`src/rtl/uart_regs_v2_pkg.sv`:
```
// Shared register map for the UART register block: addresses, field
// positions, RX FIFO entry layout and the baud-rate selector type.
package uart_regs_v2_pkg;

    // Register byte addresses
    localparam logic [15:0] ADDR_DATA    = 16'h0004;
    localparam logic [15:0] ADDR_STAT    = 16'h000C;
    localparam logic [15:0] ADDR_CTRL    = 16'h0010;
    localparam logic [15:0] ADDR_LPMODE  = 16'h0014;
    localparam logic [15:0] ADDR_INTSTAT = 16'h0020;
    localparam logic [15:0] ADDR_INTEN   = 16'h0024;
    localparam logic [15:0] ADDR_ID      = 16'h0040;

    // DATA read layout
    localparam int DATA_FERR = 16;
    localparam int DATA_PERR = 17;

    // STAT fields
    localparam int STAT_BUSY      = 2;
    localparam int STAT_RXE       = 4;
    localparam int STAT_TXF       = 8;
    localparam int STAT_RXCNT_LSB = 24;
    localparam int STAT_RXCNT_W   = 8;

    // CTRL fields (BAUD occupies [1:0])
    localparam int CTRL_TXEN = 4;
    localparam int CTRL_RXEN = 5;
    localparam int CTRL_TXST = 6;

    // LPMODE fields (DIV occupies [7:0])
    localparam int LPMODE_EN = 31;

    // INTSTAT bits
    localparam int INTSTAT_TX  = 0;
    localparam int INTSTAT_RX  = 1;
    localparam int INTSTAT_OVF = 2;
    localparam int INT_W       = 3;

    // INTEN fields: enables share INTSTAT bit positions
    localparam int INTEN_TX        = 0;
    localparam int INTEN_RX        = 1;
    localparam int INTEN_OVF       = 2;
    localparam int INTEN_RXTHR_LSB = 8;
    localparam int INTEN_RXTHR_W   = 8;

    // RX FIFO entry: {perr, ferr, data[7:0]}
    localparam int FIFO_ENTRY_W = 10;
    localparam int ENTRY_FERR   = 8;
    localparam int ENTRY_PERR   = 9;

    typedef enum logic [1:0] {
        BAUD_9600   = 2'd0,
        BAUD_19200  = 2'd1,
        BAUD_115200 = 2'd2
    } ctrl_baud_e;

    // Code 3 is not a legal rate; it collapses to the default 9600.
    function automatic ctrl_baud_e baud_sanitize(input logic [1:0] code);
        ctrl_baud_e r;
        case (code)
            2'd1:    r = BAUD_19200;
            2'd2:    r = BAUD_115200;
            default: r = BAUD_9600;
        endcase
        return r;
    endfunction

endpackage

```
`src/rtl/uart_regs_v2_rx_fifo.sv`:
```
// Receive FIFO: power-of-2 depth, occupancy counter, push accepted while
// full when a pop happens in the same cycle; a pop on empty is ignored.
module uart_rx_fifo #(
    parameter int DEPTH = 8,
    parameter int WIDTH = 10
) (
    input  logic                   clk,
    input  logic                   rst,
    input  logic                   push,
    input  logic                   pop,
    input  logic [WIDTH-1:0]       din,
    output logic [WIDTH-1:0]       dout,
    output logic                   full,
    output logic                   empty,
    output logic [$clog2(DEPTH):0] count,
    output logic                   drop
);

    localparam int PTR_W = $clog2(DEPTH);
    localparam int CNT_W = PTR_W + 1;

    logic [WIDTH-1:0] mem [DEPTH];
    logic [PTR_W-1:0] wr_ptr;
    logic [PTR_W-1:0] rd_ptr;
    logic             do_push;
    logic             do_pop;

    assign empty   = (count == '0);
    assign full    = (count == CNT_W'(DEPTH));
    assign do_pop  = pop && !empty;
    assign do_push = push && (!full || do_pop);
    assign drop    = push && full && !do_pop;
    assign dout    = mem[rd_ptr];

    // Storage array; contents are meaningless until pointers say otherwise.
    always_ff @(posedge clk) begin
        if (do_push) begin
            mem[wr_ptr] <= din;
        end
    end

    // Pointers wrap naturally because DEPTH is a power of 2.
    always_ff @(posedge clk or posedge rst) begin
        if (rst) begin
            wr_ptr <= '0;
            rd_ptr <= '0;
            count  <= '0;
        end else begin
            if (do_push) begin
                wr_ptr <= wr_ptr + PTR_W'(1);
            end
            if (do_pop) begin
                rd_ptr <= rd_ptr + PTR_W'(1);
            end
            case ({do_push, do_pop})
                2'b10:   count <= count + CNT_W'(1);
                2'b01:   count <= count - CNT_W'(1);
                default: count <= count;
            endcase
        end
    end

endmodule

```
`src/rtl/uart_regs_v2.sv`:
```
// UART register block: bus-facing register file, RX FIFO front end,
// interrupt status/enable logic and registered irq.
//
// Bus handshake: a write is taken on any cycle with wen=1 (no stall);
// each wstrb lane enables its byte. A read request ren=1 is always
// accepted and answered with rvalid=1 on the following cycle; rdata keeps
// its last value whenever rvalid=0.
module uart_regs_v2
    import uart_regs_v2_pkg::*;
#(
    parameter int          ADDR_WIDTH   = 16,
    parameter int          DATA_WIDTH   = 32,
    parameter int          RXFIFO_DEPTH = 8,
    parameter logic [31:0] ID_VALUE     = 32'hCAFE0666
) (
    input  logic                    clk,
    input  logic                    rst,
    input  logic [ADDR_WIDTH-1:0]   waddr,
    input  logic                    wen,
    input  logic [DATA_WIDTH-1:0]   wdata,
    input  logic [DATA_WIDTH/8-1:0] wstrb,
    input  logic [ADDR_WIDTH-1:0]   raddr,
    input  logic                    ren,
    output logic [DATA_WIDTH-1:0]   rdata,
    output logic                    rvalid,
    input  logic                    rx_valid,
    input  logic [7:0]              rx_data,
    input  logic                    rx_ferr,
    input  logic                    rx_perr,
    input  logic                    tx_busy,
    input  logic                    tx_full,
    input  logic                    tx_done,
    output logic [1:0]              ctrl_baud,
    output logic                    ctrl_txen,
    output logic                    ctrl_rxen,
    output logic                    ctrl_txst,
    output logic [7:0]              lp_div,
    output logic                    lp_en,
    output logic                    irq
);

    localparam int CNT_W = $clog2(RXFIFO_DEPTH) + 1;

    // Register state
    ctrl_baud_e                 baud_q;
    logic                       txen_q;
    logic                       rxen_q;
    logic                       txst_q;
    logic [7:0]                 lp_div_q;
    logic                       lp_en_q;
    logic [INT_W-1:0]           intstat_q;
    logic [INT_W-1:0]           inten_q;
    logic [INTEN_RXTHR_W-1:0]   rxthr_q;
    logic [DATA_WIDTH-1:0]      rdata_q;
    logic                       rvalid_q;
    logic                       irq_q;

    // Decode and datapath
    logic                       wr_ctrl;
    logic                       wr_lpmode;
    logic                       wr_intstat;
    logic                       wr_inten;
    logic                       rd_data_hit;
    logic [FIFO_ENTRY_W-1:0]    fifo_din;
    logic [FIFO_ENTRY_W-1:0]    fifo_dout;
    logic                       fifo_full;
    logic                       fifo_empty;
    logic [CNT_W-1:0]           fifo_count;
    logic                       fifo_drop;
    logic                       rx_push;
    logic                       rx_level_hit;
    logic [INT_W-1:0]           int_set;
    logic [INT_W-1:0]           int_clr;
    logic [INT_W-1:0]           intstat_d;
    logic [31:0]                rd_word;
    logic                       unused_bits;

    assign wr_ctrl     = wen && (waddr == ADDR_WIDTH'(ADDR_CTRL));
    assign wr_lpmode   = wen && (waddr == ADDR_WIDTH'(ADDR_LPMODE));
    assign wr_intstat  = wen && (waddr == ADDR_WIDTH'(ADDR_INTSTAT));
    assign wr_inten    = wen && (waddr == ADDR_WIDTH'(ADDR_INTEN));
    assign rd_data_hit = ren && (raddr == ADDR_WIDTH'(ADDR_DATA));

    // Receiver pushes are only honoured while the receiver is enabled.
    assign rx_push  = rx_valid && rxen_q;
    assign fifo_din = {rx_perr, rx_ferr, rx_data};

    uart_rx_fifo #(
        .DEPTH (RXFIFO_DEPTH),
        .WIDTH (FIFO_ENTRY_W)
    ) u_rx_fifo (
        .clk   (clk),
        .rst   (rst),
        .push  (rx_push),
        .pop   (rd_data_hit),
        .din   (fifo_din),
        .dout  (fifo_dout),
        .full  (fifo_full),
        .empty (fifo_empty),
        .count (fifo_count),
        .drop  (fifo_drop)
    );

    // RX level interrupt is a level condition; threshold 0 disables it.
    assign rx_level_hit = (rxthr_q != '0) && (32'(fifo_count) >= 32'(rxthr_q));

    // Interrupt status next state: write-1-to-clear, hardware set has priority.
    always_comb begin
        int_set              = '0;
        int_set[INTSTAT_TX]  = tx_done;
        int_set[INTSTAT_RX]  = rx_level_hit;
        int_set[INTSTAT_OVF] = fifo_drop;
        int_clr              = '0;
        if (wr_intstat && wstrb[0]) begin
            int_clr = wdata[INT_W-1:0];
        end
        intstat_d = (intstat_q & ~int_clr) | int_set;
    end

    // Read mux: unmapped addresses return zero.
    always_comb begin
        rd_word = '0;
        case (raddr)
            ADDR_WIDTH'(ADDR_DATA): begin
                if (!fifo_empty) begin
                    rd_word[7:0]      = fifo_dout[7:0];
                    rd_word[DATA_FERR] = fifo_dout[ENTRY_FERR];
                    rd_word[DATA_PERR] = fifo_dout[ENTRY_PERR];
                end
            end
            ADDR_WIDTH'(ADDR_STAT): begin
                rd_word[STAT_BUSY] = tx_busy;
                rd_word[STAT_RXE]  = fifo_empty;
                rd_word[STAT_TXF]  = tx_full;
                rd_word[STAT_RXCNT_LSB +: STAT_RXCNT_W] = STAT_RXCNT_W'(fifo_count);
            end
            ADDR_WIDTH'(ADDR_CTRL): begin
                rd_word[1:0]       = baud_q;
                rd_word[CTRL_TXEN] = txen_q;
                rd_word[CTRL_RXEN] = rxen_q;
            end
            ADDR_WIDTH'(ADDR_LPMODE): begin
                rd_word[7:0]       = lp_div_q;
                rd_word[LPMODE_EN] = lp_en_q;
            end
            ADDR_WIDTH'(ADDR_INTSTAT): begin
                rd_word[INT_W-1:0] = intstat_q;
            end
            ADDR_WIDTH'(ADDR_INTEN): begin
                rd_word[INT_W-1:0] = inten_q;
                rd_word[INTEN_RXTHR_LSB +: INTEN_RXTHR_W] = rxthr_q;
            end
            ADDR_WIDTH'(ADDR_ID): begin
                rd_word = ID_VALUE;
            end
            default: rd_word = '0;
        endcase
    end

    // Control, low-power and interrupt registers with byte-lane writes.
    always_ff @(posedge clk or posedge rst) begin
        if (rst) begin
            baud_q    <= BAUD_9600;
            txen_q    <= 1'b0;
            rxen_q    <= 1'b0;
            txst_q    <= 1'b0;
            lp_div_q  <= '0;
            lp_en_q   <= 1'b0;
            intstat_q <= '0;
            inten_q   <= '0;
            rxthr_q   <= '0;
        end else begin
            txst_q    <= wr_ctrl && wstrb[0] && wdata[CTRL_TXST];
            intstat_q <= intstat_d;
            if (wr_ctrl && wstrb[0]) begin
                baud_q <= baud_sanitize(wdata[1:0]);
                txen_q <= wdata[CTRL_TXEN];
                rxen_q <= wdata[CTRL_RXEN];
            end
            if (wr_lpmode && wstrb[0]) begin
                lp_div_q <= wdata[7:0];
            end
            if (wr_lpmode && wstrb[3]) begin
                lp_en_q <= wdata[LPMODE_EN];
            end
            if (wr_inten && wstrb[0]) begin
                inten_q <= wdata[INT_W-1:0];
            end
            if (wr_inten && wstrb[1]) begin
                rxthr_q <= wdata[INTEN_RXTHR_LSB +: INTEN_RXTHR_W];
            end
        end
    end

    // Read response: one-cycle latency, rdata holds between responses.
    always_ff @(posedge clk or posedge rst) begin
        if (rst) begin
            rdata_q  <= '0;
            rvalid_q <= 1'b0;
        end else begin
            rvalid_q <= ren;
            if (ren) begin
                rdata_q <= DATA_WIDTH'(rd_word);
            end
        end
    end

    // irq follows the registered status one cycle later.
    always_ff @(posedge clk or posedge rst) begin
        if (rst) begin
            irq_q <= 1'b0;
        end else begin
            irq_q <= |(intstat_q & inten_q);
        end
    end

    assign unused_bits = ^{wdata, wstrb};

    assign rdata     = rdata_q;
    assign rvalid    = rvalid_q;
    assign ctrl_baud = baud_q;
    assign ctrl_txen = txen_q;
    assign ctrl_rxen = rxen_q;
    assign ctrl_txst = txst_q;
    assign lp_div    = lp_div_q;
    assign lp_en     = lp_en_q;
    assign irq       = irq_q;

endmodule

```
`config.mk`:
```
export PLATFORM = sky130hd
export DESIGN_NAME = uart_regs_v2
export DESIGN_NICKNAME = d
export VERILOG_FILES = /design/src/rtl/uart_regs_v2_pkg.sv /design/src/rtl/uart_regs_v2_rx_fifo.sv /design/src/rtl/uart_regs_v2.sv
export SDC_FILE = /design/constraint.sdc
export NUM_CORES = 1
export LEC_CHECK = 0
export ABC_CLOCK_PERIOD_IN_PS = 3950
export CELL_PAD_IN_SITES_DETAIL_PLACEMENT = 1
export CELL_PAD_IN_SITES_GLOBAL_PLACEMENT = 1
export CORE_MARGIN = 3
export CORE_UTILIZATION = 25
export CTS_CLUSTER_SIZE = 28
export DETAILED_ROUTE_END_ITERATION = 10
export GPL_TIMING_DRIVEN = 0
export PLACE_DENSITY = 0.64
export SETUP_SLACK_MARGIN = 0.5
export SYNTH_ARGS = -nofsm -noshare
export SYNTH_HDL_FRONTEND = slang
export SYNTH_SLANG_ARGS = --single-unit
```
`constraint.sdc`:
```
create_clock -name clk -period 3.95 [get_ports clk]
set_input_delay 0.395 -clock clk [delete_from_list [all_inputs] [get_ports clk]]
set_output_delay 0.395 -clock clk [all_outputs]
set_load 0.05 [all_outputs]
```
== Word level (Yosys, flattened, before mapping) ==
Memories as Yosys holds them, arrays and structs flattened.
Index checks and enable logic that the tools add are counted.
Storage, ports and cells
  flip-flop bits (word level): 72
  bits in writable memories: 80
  input port bits: 86
  output and inout port bits: 48
  logic and storage cells: 86
  memories: 1
Memory list
  u_rx_fifo.mem: words 8, bits a word 10, read ports 1, clocked after Yosys merged registers in 0, wr ports 1, line uart_regs_v2_rx_fifo.sv:22  | logic [WIDTH-1:0] mem [DEPTH];
Operators by class
  add/subtract/negate cells: 4
  magnitude comparators: 1
  equal/unequal tests: 16
  multiplexer cells: 19
  bitwise operators: 4
  reduce and logical (&&, ||, !) cells: 26
Operators with widths (count)
  $eq A16 B5 Y1 const B: 4
  $eq A16 B6 Y1 const B: 4
  $pmux W7 S2: 2
  $logic_and A1 B1 Y1: 18
  $eq A16 B3 Y1 const B: 1
  $eq A16 B4 Y1 const B: 1
  $eq A16 B7 Y1 const B: 1
  $pmux W2 S6: 1
  $ge A4 B8 Y1: 1
  $mux W8: 1
  $pmux W1 S4: 2
  $pmux W2 S2: 2
  $pmux W4 S2: 1
  $reduce_bool A8 Y1: 1
  $add A3 B1 Y3 const B: 2
  $and A3 B3 Y3: 2
  $mux W6: 1
  $pmux W1 S2: 3
  $pmux W1 S6: 1
  $pmux W2 S3: 1
  $add A4 B1 Y4 const B: 1
  $eq A2 B1 Y1 const B: 2
  $eq A2 B2 Y1 const B: 2
  $eq A4 B4 Y1 const B: 1
  other kinds (11): 14

== Longest topological paths before layout ==
Gate-level depths: netlist of the first run.
  depth in word-level cells: 7
  depth in mapped cells: 9
  depth with buffers taken out: 8

== Hierarchy ==
Synthesis of the first run repeated with hierarchy kept, for this count alone.
Second synthesis, totals
  cells, all modules: 463
  area, all modules: 6451.2 um^2
By module, submodules not included
  uart_rx_fifo: instances 1, cells each 188, area each 3677.3 um^2, seq. area each 2652.5 um^2
  uart_regs_v2: instances 1, cells each 275, area each 2773.9 um^2, seq. area each 1376.3 um^2

== Worst setup path after synthesis of the first run ==
OpenSTA, ideal clock, no wires.
  path type: input -> register
  from: input raddr[1]
  to: memory u_rx_fifo.mem[0][0], enable pin
  setup time: 0.403 ns
  data arrival time: 2.728 ns
  data required time: 3.547 ns
  slack: 0.819 ns
  stages: 6
  path buffers: 1
  cells stage by stage: or4b_4 -> or3b_1 -> buf_6 -> nor2_8 -> o21ai_4 -> nor4_1
Between the ends
  word-level cells in the longest chain between the ends: 7
Ends and longest elaborated chain
  start: declaration: line uart_regs_v2.sv:22  | input logic [ADDR_WIDTH-1:0] raddr,
  $eq A16 B3 Y1: line uart_regs_v2.sv:82  | assign rd_data_hit = ren && (raddr == ADDR_WIDTH'(ADDR_DATA));
  $logic_and A1 B1 Y1: line uart_regs_v2.sv:82
  $logic_and A1 B1 Y1: line uart_regs_v2_rx_fifo.sv:30  | assign do_pop = pop && !empty;
  $logic_or A1 B1 Y1: line uart_regs_v2_rx_fifo.sv:31  | assign do_push = push && (!full || do_pop);
  $logic_and A1 B1 Y1: line uart_regs_v2_rx_fifo.sv:31
  $mux W1: line uart_regs_v2_rx_fifo.sv:37  | if (do_push) begin
  $mux W1 (not written as such): line uart_regs_v2_rx_fifo.sv:38  | mem[wr_ptr] <= din;
  end: declaration: line uart_regs_v2_rx_fifo.sv:22
No other way between the ends.

== Worst setup path after layout of the first run ==
  from: input raddr[0]
  to: memory u_rx_fifo.mem[7][5], enable pin
The elaborated chain is that of the path after synthesis.

==> run_results.csv, run 1 <==
group,metric,value,unit
global_route,grt_usage,14.08,%
setup_path,crit_chain,"clkdlybuf4s50_1, or4b_4, or3b_1, buf_6, nor2_8, o211ai_1, nor2_1",
sta,skew,8.598,ps
sta,max_freq,0.2992,GHz
die,initial_utilization,25.87,%
finish,fill_cells,2628,
clock_tree,cts_setup_buffers,0,
global_route,grt_pass1_wl,29840,um
die,die_w,166.0,um
clock_tree,clockRootBuffer,"clkbuf_16",
logic_synthesis,synth.distinct_cells,63,
place,portBuffers,115,
sta,finalCritPeriodShare,84.61,%
place,dpl_worst_slack,105.7,ps
die,core,24750,um2
clock_tree,cts.clk_slew.worst_paths,60,ps
setup_path,critical_path_class,"input pin to register",
route,num_vias,4428,
sta,max_slew_margin,22.72,%
route,drt_first_pass_iters,6,
route,viasPerCell,4.766,
logic_synthesis,ys_dominant_reg_cell,"edfxtp_1",
finish,syn2layout_area_growth,34.55,%
clock_tree,clk_latency,420,ps
logic_synthesis,ys.warnings.count,0,
power_and_ir_drop,p_int,2.611,mW
sta,maxSlewViolCount,0,
sta,worstMarginPinSlew,1155,ps
power_and_ir_drop,switchingPower,720.5,uW
setup_path,worst_ep_required_time,3980,ps
setup_path,critPathArrivalTime,3370,ps
route,routed_wl,19200,um
finish,diodes,0,
logic_synthesis,ys_async_sr_fraction,44.83,%
power_and_ir_drop,clkPwrFrac,46.9,%
finish,drive_above_1_share,16.69,%
sta,finalHoldViolCount,0,
logic_synthesis,synth_seq_cells,145,
sta,setup_viol,0,
global_route,grt_pass1_vias,4876,
setup_path,critical_path_buf_inv_count,2,
power_and_ir_drop,leakage,3.081,nW
setup_path,critPathMaxStageDelay,940,ps
logic_synthesis,netlist_area,6402,um2
power_and_ir_drop,switching_share,21.63,%
die,io_pins,134,
setup_path,cpLargestDelayFamily,"simple AND/OR/NAND/NOR gates",
power_and_ir_drop,finalPower,3.331,mW
outcome,status,"complete, no violations",
global_route,grt-ovfl-total,0,
setup_path,end_kind,"register",
place,dp_hpwl,14200,um
die,dieArea,27570,um2
setup_path,worstPathMaxFanout,10,
clock_tree,cts_buffer_depth,2,
die,die_h,166.0,um
route,drt_iter0_markers,237,
logic_synthesis,syn_inst,452,
die,fp-row-count,57,
sta,fin_crit,3342,ps
logic_synthesis,yosysSeqAreaShare,62.93,%
finish,utilization,34.81,%
route,drc,0,
clock_tree,cts_tree,"done",
finish,nets,685,
global_route,grt_max_degree,66,
logic_synthesis,synth_edf_count,80,
power_and_ir_drop,combPwrFrac,5.0,%
route,postRouteAntennaNets,0,
setup_path,cp_slowest_cell,"nor2_1",
clock_tree,cts_made_buffers,17,
flow_run,drv_cap,0,
hold_path,min_path_type,"register to register",
clock_tree,htree_num_levels,4,
power_and_ir_drop,seqPwrFrac,48.2,%
clock_tree,clock-sinks,145,
power_and_ir_drop,max-vdd-ir-drop,0.0002283,V
power_and_ir_drop,power.density,386.7,nW/um2
place,finalWeightedCongestion,0.8071,
sta,rsz0062_at_grt,"true",
global_route,antenna_found_initial,0,
setup_path,cp-start-kind,"input pin",
route,post_drt_wl_per_cell,20.66,um
sta,timing.final.ws_setup,608.1,ps
logic_synthesis,syn_avg_cell_area,14.16,um2
[cells in the mapped netlist, drive strengths merged (2+ instances only)]
cell	number	area, um2
nand3	9	45.04
buf	13	86.33
nor2b	2	12.51
a31oi	2	12.51
o41ai	2	17.52
o211ai	2	15.01
o21ai	14	85.09
or3	2	12.51
a21o	5	37.54
clkbuf	15	56.30
edfxtp	80	2402
mux2i	11	110.1
mux4	20	450.4
nand3b	2	15.01
or4	4	30.03
nor4	11	81.32
o2bb2ai	13	113.9
nand2b	7	43.79
nand2	32	120.1
o221ai	2	17.52
xnor2	5	43.79
a21oi	15	75.07
mux2	22	251.5
inv	12	45.04
a221o	2	20.02
and2	4	25.02
nor4b	3	26.28
nor2	22	98.85
nor3b	2	15.01
nand4	4	25.02
dfrtp	65	1627
a211oi	4	30.03
nor3	15	75.07
ha	7	87.58
o32ai	3	33.79
[area by class of cell]
type / instances / area, um2 / share of cell area [%]
sequential: 145 / 4029 / 46.77
multi-input combinational: 267 / 2215 / 25.71
timing repair buffer: 120 / 1204 / 13.97
clock buffer: 19 / 432.9 / 5.025
tap: 324 / 405.4 / 4.706
buffer: 28 / 142.6 / 1.656
clock inverter: 13 / 135.1 / 1.569
inverter: 13 / 51.30 / 0.5955
[repair_timing]
item	CTS	global route
resized for setup	0	1
hold buffers	0	0
endpoints found under the hold margin	0	0
endpoints found under the setup margin	0	30
[registers in the layout, summed over array words and instances, names as in the netlist]
signal	flops
rxthr_q	8
u_rx_fifo.mem	80
ctrl_txst	1
ctrl_baud	2
u_rx_fifo.rd_ptr	3
u_rx_fifo.count	4
irq	1
rvalid	1
ctrl_txen	1
lp_div	8
inten_q	3
intstat_q	3
u_rx_fifo.wr_ptr	3
lp_en	1
rdata	25
ctrl_rxen	1
[logic make-up (layout without fill, tap and decap cells)]
group           Yosys count  after routing  synth area share (%)
compound gates           75             75                 8.658
xor+xnor                  6              6                0.8208
fa+ha+maj                 7              7                 1.368
buf+inv                  41            193                 2.990
flops                   145            145                 62.93
mux                      53             53                 12.68
other cells               1              2               0.05857
simple gates            124            124                 10.49
[per-stage QoR]
| step | instances | area [um2] | hold WS [ps] | TNS [ps] |
|---|---|---|---|---|
| final | 929 | 8615 | 495.6 | 0 |
| after global routing | 929 | 8615 | 506.7 | 0 |
| after CTS | 929 | 8612 | 493.5 | 0 |
| after detailed placement | 897 | 8044 | 478.4 | 0 |
| after global placement | 892 | 7963 | 481.8 | -20650 |
| after floorplan | 453 | 6406 | 426.4 | 0 |
[power groups by stage]
stage | sequential [mW] | combinational, mW | clock, mW
2_1_floorplan | 1.65 | 0.0430 | 0
6_report | 1.61 | 0.165 | 1.56
3_3_place_gp | 1.64 | 0.160 | 0
4_1_cts | 1.60 | 0.167 | 1.60
5_1_grt | 1.60 | 0.178 | 1.66
3_5_place_dp | 1.64 | 0.166 | 0
[worst paths after layout]
path / slack, ps / cells after the start / endpoint / start
max: 610 / 7 / u_rx_fifo.mem[7][5] / raddr[0]
min: 500 / 1 / rdata[31] / rdata[31]
max reg2reg: 840 / 7 / u_rx_fifo.mem[7][5] / u_rx_fifo.count[1]
min reg2reg: 500 / 1 / rdata[31] / rdata[31]
max in group asynchronous: 2850 / 2 / rdata[4] / rst
min in group asynchronous: 510 / 2 / rdata[0] / rst
[placed cells by master (no fill, tap or decap), types with 8 or more instances in the layout]
cell	synthesis	layout
clkdlybuf4s50_1	0	115
edfxtp_1	80	80
dfrtp_1	65	65
nand2_1	32	32
mux2_2	21	21
nor2_1	21	20
mux4_2	20	20
clkbuf_1	15	17
clkbuf_16	0	17
a21oi_1	15	15
o2bb2ai_1	13	13
o21ai_0	12	12
inv_1	12	11
nor3_1	15	11
mux2i_1	11	11
nand3_1	9	9
nor4_1	9	8
buf_4	7	8
[layer usage]
metal	vias to the layer above	wire [um]	GRT usage, %
met5	-	0	0
met4	0	335	4.268
met3	21	870	3.095
met2	113	9744	24.39
met1	2286	8245	17.67
li1	2008	-	-
Note: power is estimated with default switching activity, not from simulation.
==> inputs of run 2 (changes only) <==
- ABC_CLOCK_PERIOD_IN_PS: 3950 -> 3300
- clock period: 3.95 -> 3.3 ns (I/O delays scaled with it)
==> run 2 against run 1 <==
First-iteration DRC count shrank 0.84%. Critical path type unchanged. Critical endpoint is now u_rx_fifo.mem[2][6]. Sequential share of layout area shrank 0.83 points. Wire length grew 2.4%.
==> run_results.csv, run 2 (same netlist as run 1, synthesis figures left out) <==
group,metric,value,unit
outcome,status,"complete, no violations",
place,finalWeightedCongestion,0.7828,
place,dp_hpwl,14040,um
power_and_ir_drop,leakage,3.116,nW
finish,diodes,0,
global_route,grt_max_degree,66,
finish,largest_register_ffs,80,
power_and_ir_drop,switching_share,22.20,%
sta,max_freq,0.3661,GHz
global_route,grt_busiest_layer,"met2",
setup_path,crit_top_cell,"buf_6",
hold_path,min_path_type,"input pin to async pin",
die,die_w,166.0,um
die,fp-row-count,57,
global_route,grt_usage,14.23,%
setup_path,crit_chain,"clkdlybuf4s50_1, or4b_4, or3b_1, buf_6, nor2_8, o21ai_4, nor3_4, buf_6",
clock_tree,hold_buffers,0,
route,num_vias,4504,
setup_path,worstPathMaxFanout,8,
sta,max_slew_margin,21.78,%
clock_tree,htree_num_levels,4,
clock_tree,cts_made_buffers,17,
die,io_pins,134,
setup_path,r2r_start,"u_rx_fifo.count[1]",
power_and_ir_drop,seqPwrFrac,48.3,%
die,die_h,166.0,um
sta,setup_viol,0,
global_route,grt_pass1_wl,30280,um
clock_tree,clock-sinks,145,
finish,most-common-layout-cells,"clkdlybuf4s50_1 (115), edfxtp_1 (80), dfrtp_1 (65)",
setup_path,end_kind,"register",
finish,fin_area,8770,um2
die,dieArea,27570,um2
route,post_drt_wl_per_cell,21.05,um
setup_path,critPathMaxStageDelay,540,ps
global_route,antenna_found_initial,0,
power_and_ir_drop,combPwrFrac,5.0,%
die,initial_utilization,25.87,%
setup_path,r2r-end,"u_rx_fifo.mem[2][6]",
finish,nets,690,
power_and_ir_drop,power.density,453.6,nW/um2
route,drc,0,
setup_path,worst_ep_required_time,3430,ps
power_and_ir_drop,switchingPower,883.2,uW
setup_path,rrSetupSlack,720,ps
flow_run,drv_cap,0,
setup_path,critical_path_class,"input pin to register",
power_and_ir_drop,max-vdd-ir-drop,0.0002969,V
route,postRouteAntennaNets,0,
global_route,grt-ovfl-total,0,
place,portBuffers,115,
setup_path,cp-start-kind,"input pin",
sta,whs,466.5,ps
global_route,grt_use_met1,18.14,%
clock_tree,clk_latency,420,ps
sta,rsz0062_at_grt,"true",
global_route,grt_pass1_vias,4945,
setup_path,r2r_cells,8,
finish,top_register,"u_rx_fifo.mem",
sta,maxSlewViolCount,0,
clock_tree,cts_tree,"done",
finish,drive_above_1_share,18.03,%
sta,worstMarginPinSlew,1169,ps
sta,skew,7.698,ps
route,drt_iter0_markers,235,
route,viasPerCell,4.822,
sta,finalCritPeriodShare,82.77,%
setup_path,cpLargestDelayFamily,"simple AND/OR/NAND/NOR gates",
place,dpl_cell_area,8034,um2
power_and_ir_drop,p_int,3.095,mW
finish,final_common_cell,"clkdlybuf4s50_1",
setup_path,critical_path_buf_inv_count,3,
clock_tree,cts.clk_slew.worst_paths,60,ps
global_route,use_met3,3.166,%
route,routed_wl,19660,um
power_and_ir_drop,clkPwrFrac,46.7,%
clock_tree,clockRootBuffer,"clkbuf_16",
setup_path,cp_slowest_cell,"clkdlybuf4s50_1",
clock_tree,cts_buffer_depth,2,
setup_path,critPathArrivalTime,2860,ps
route,drt_first_pass_iters,6,
finish,syn2layout_area_growth,36.97,%
sta,fin_crit,2731,ps
die,core,24750,um2
global_route,use_met2,24.43,%
power_and_ir_drop,finalPower,3.978,mW
sta,finalHoldViolCount,0,
## run 2: cell types whose count changed in the layout (fill, tap and decap cells not counted), moves of 2 or more
cell,change
nor2_1,-2
buf_12,+5
nor3_2,-4
nor2_4,+3
nor3_4,+4
clkbuf_8,+2
## run 2: how the worst max path moves through the flow
stage | start | to | slack (ps) | depth (start not counted)
3_3_place_gp | raddr[2] | u_rx_fifo.mem[3][2] | -990 | 7
3_5_place_dp | raddr[1] | u_rx_fifo.mem[7][5] | -420 | 7
6_report | raddr[2] | u_rx_fifo.mem[2][6] | 570 | 8
4_1_cts | raddr[2] | u_rx_fifo.mem[2][6] | 550 | 8
2_1_floorplan | raddr[1] | u_rx_fifo.mem[1][0] | 480 | 6
5_1_grt | raddr[2] | u_rx_fifo.mem[2][9] | 480 | 8
## run 2: metal layers
layer  vias to the layer above  part of all wire, %
li1                       2020                    -
met1                      2331                   44
met2                       128                   50
met3                        25                  3.7
met4                         0                  1.9
met5                         -                    0
## run 2: stage by stage
| step | worst slack, ps | cells | util [%] | TNS, ps |
|---|---|---|---|---|
| final | 568.7 | 934 | 35.44 | 0 |
| after global routing | 481.4 | 934 | 35.44 | 0 |
| after CTS | 550.7 | 932 | 35.18 | 0 |
| after detailed placement | -421.6 | 895 | 32.46 | -17020 |
| after global placement | -993.9 | 892 | 32.22 | -48050 |
| after floorplan | 482.4 | 453 | - | 0 |
## run 2: area by class of cell
type | instances | area [um2]
plain buffers | 28 | 142.6
inverters | 13 | 51.30
clock buffers | 21 | 460.4
multi-input cells | 267 | 2280
repair buffers | 125 | 1300
fillers | 2609 | 15980
flip-flops and latches | 145 | 4029
well taps | 324 | 405.4
clock inverters | 11 | 101.3
## run 2: power groups by stage
stage / Clock [mW] / Combinational (mW) / Sequential [mW]
floorplan: 0 / 0.0515 / 1.97
global placement: 0 / 0.192 / 1.96
detailed placement: 0 / 0.198 / 1.96
CTS: 1.89 / 0.199 / 1.92
global route: 1.97 / 0.213 / 1.92
finish: 1.86 / 0.198 / 1.92
## run 2: what timing repair did
action | in CTS | in global routing
setup buffers | 5 | 2
setup endpoints to repair | 56 | 44
resized for setup | 8 | 4
pin swaps | 4 | 3
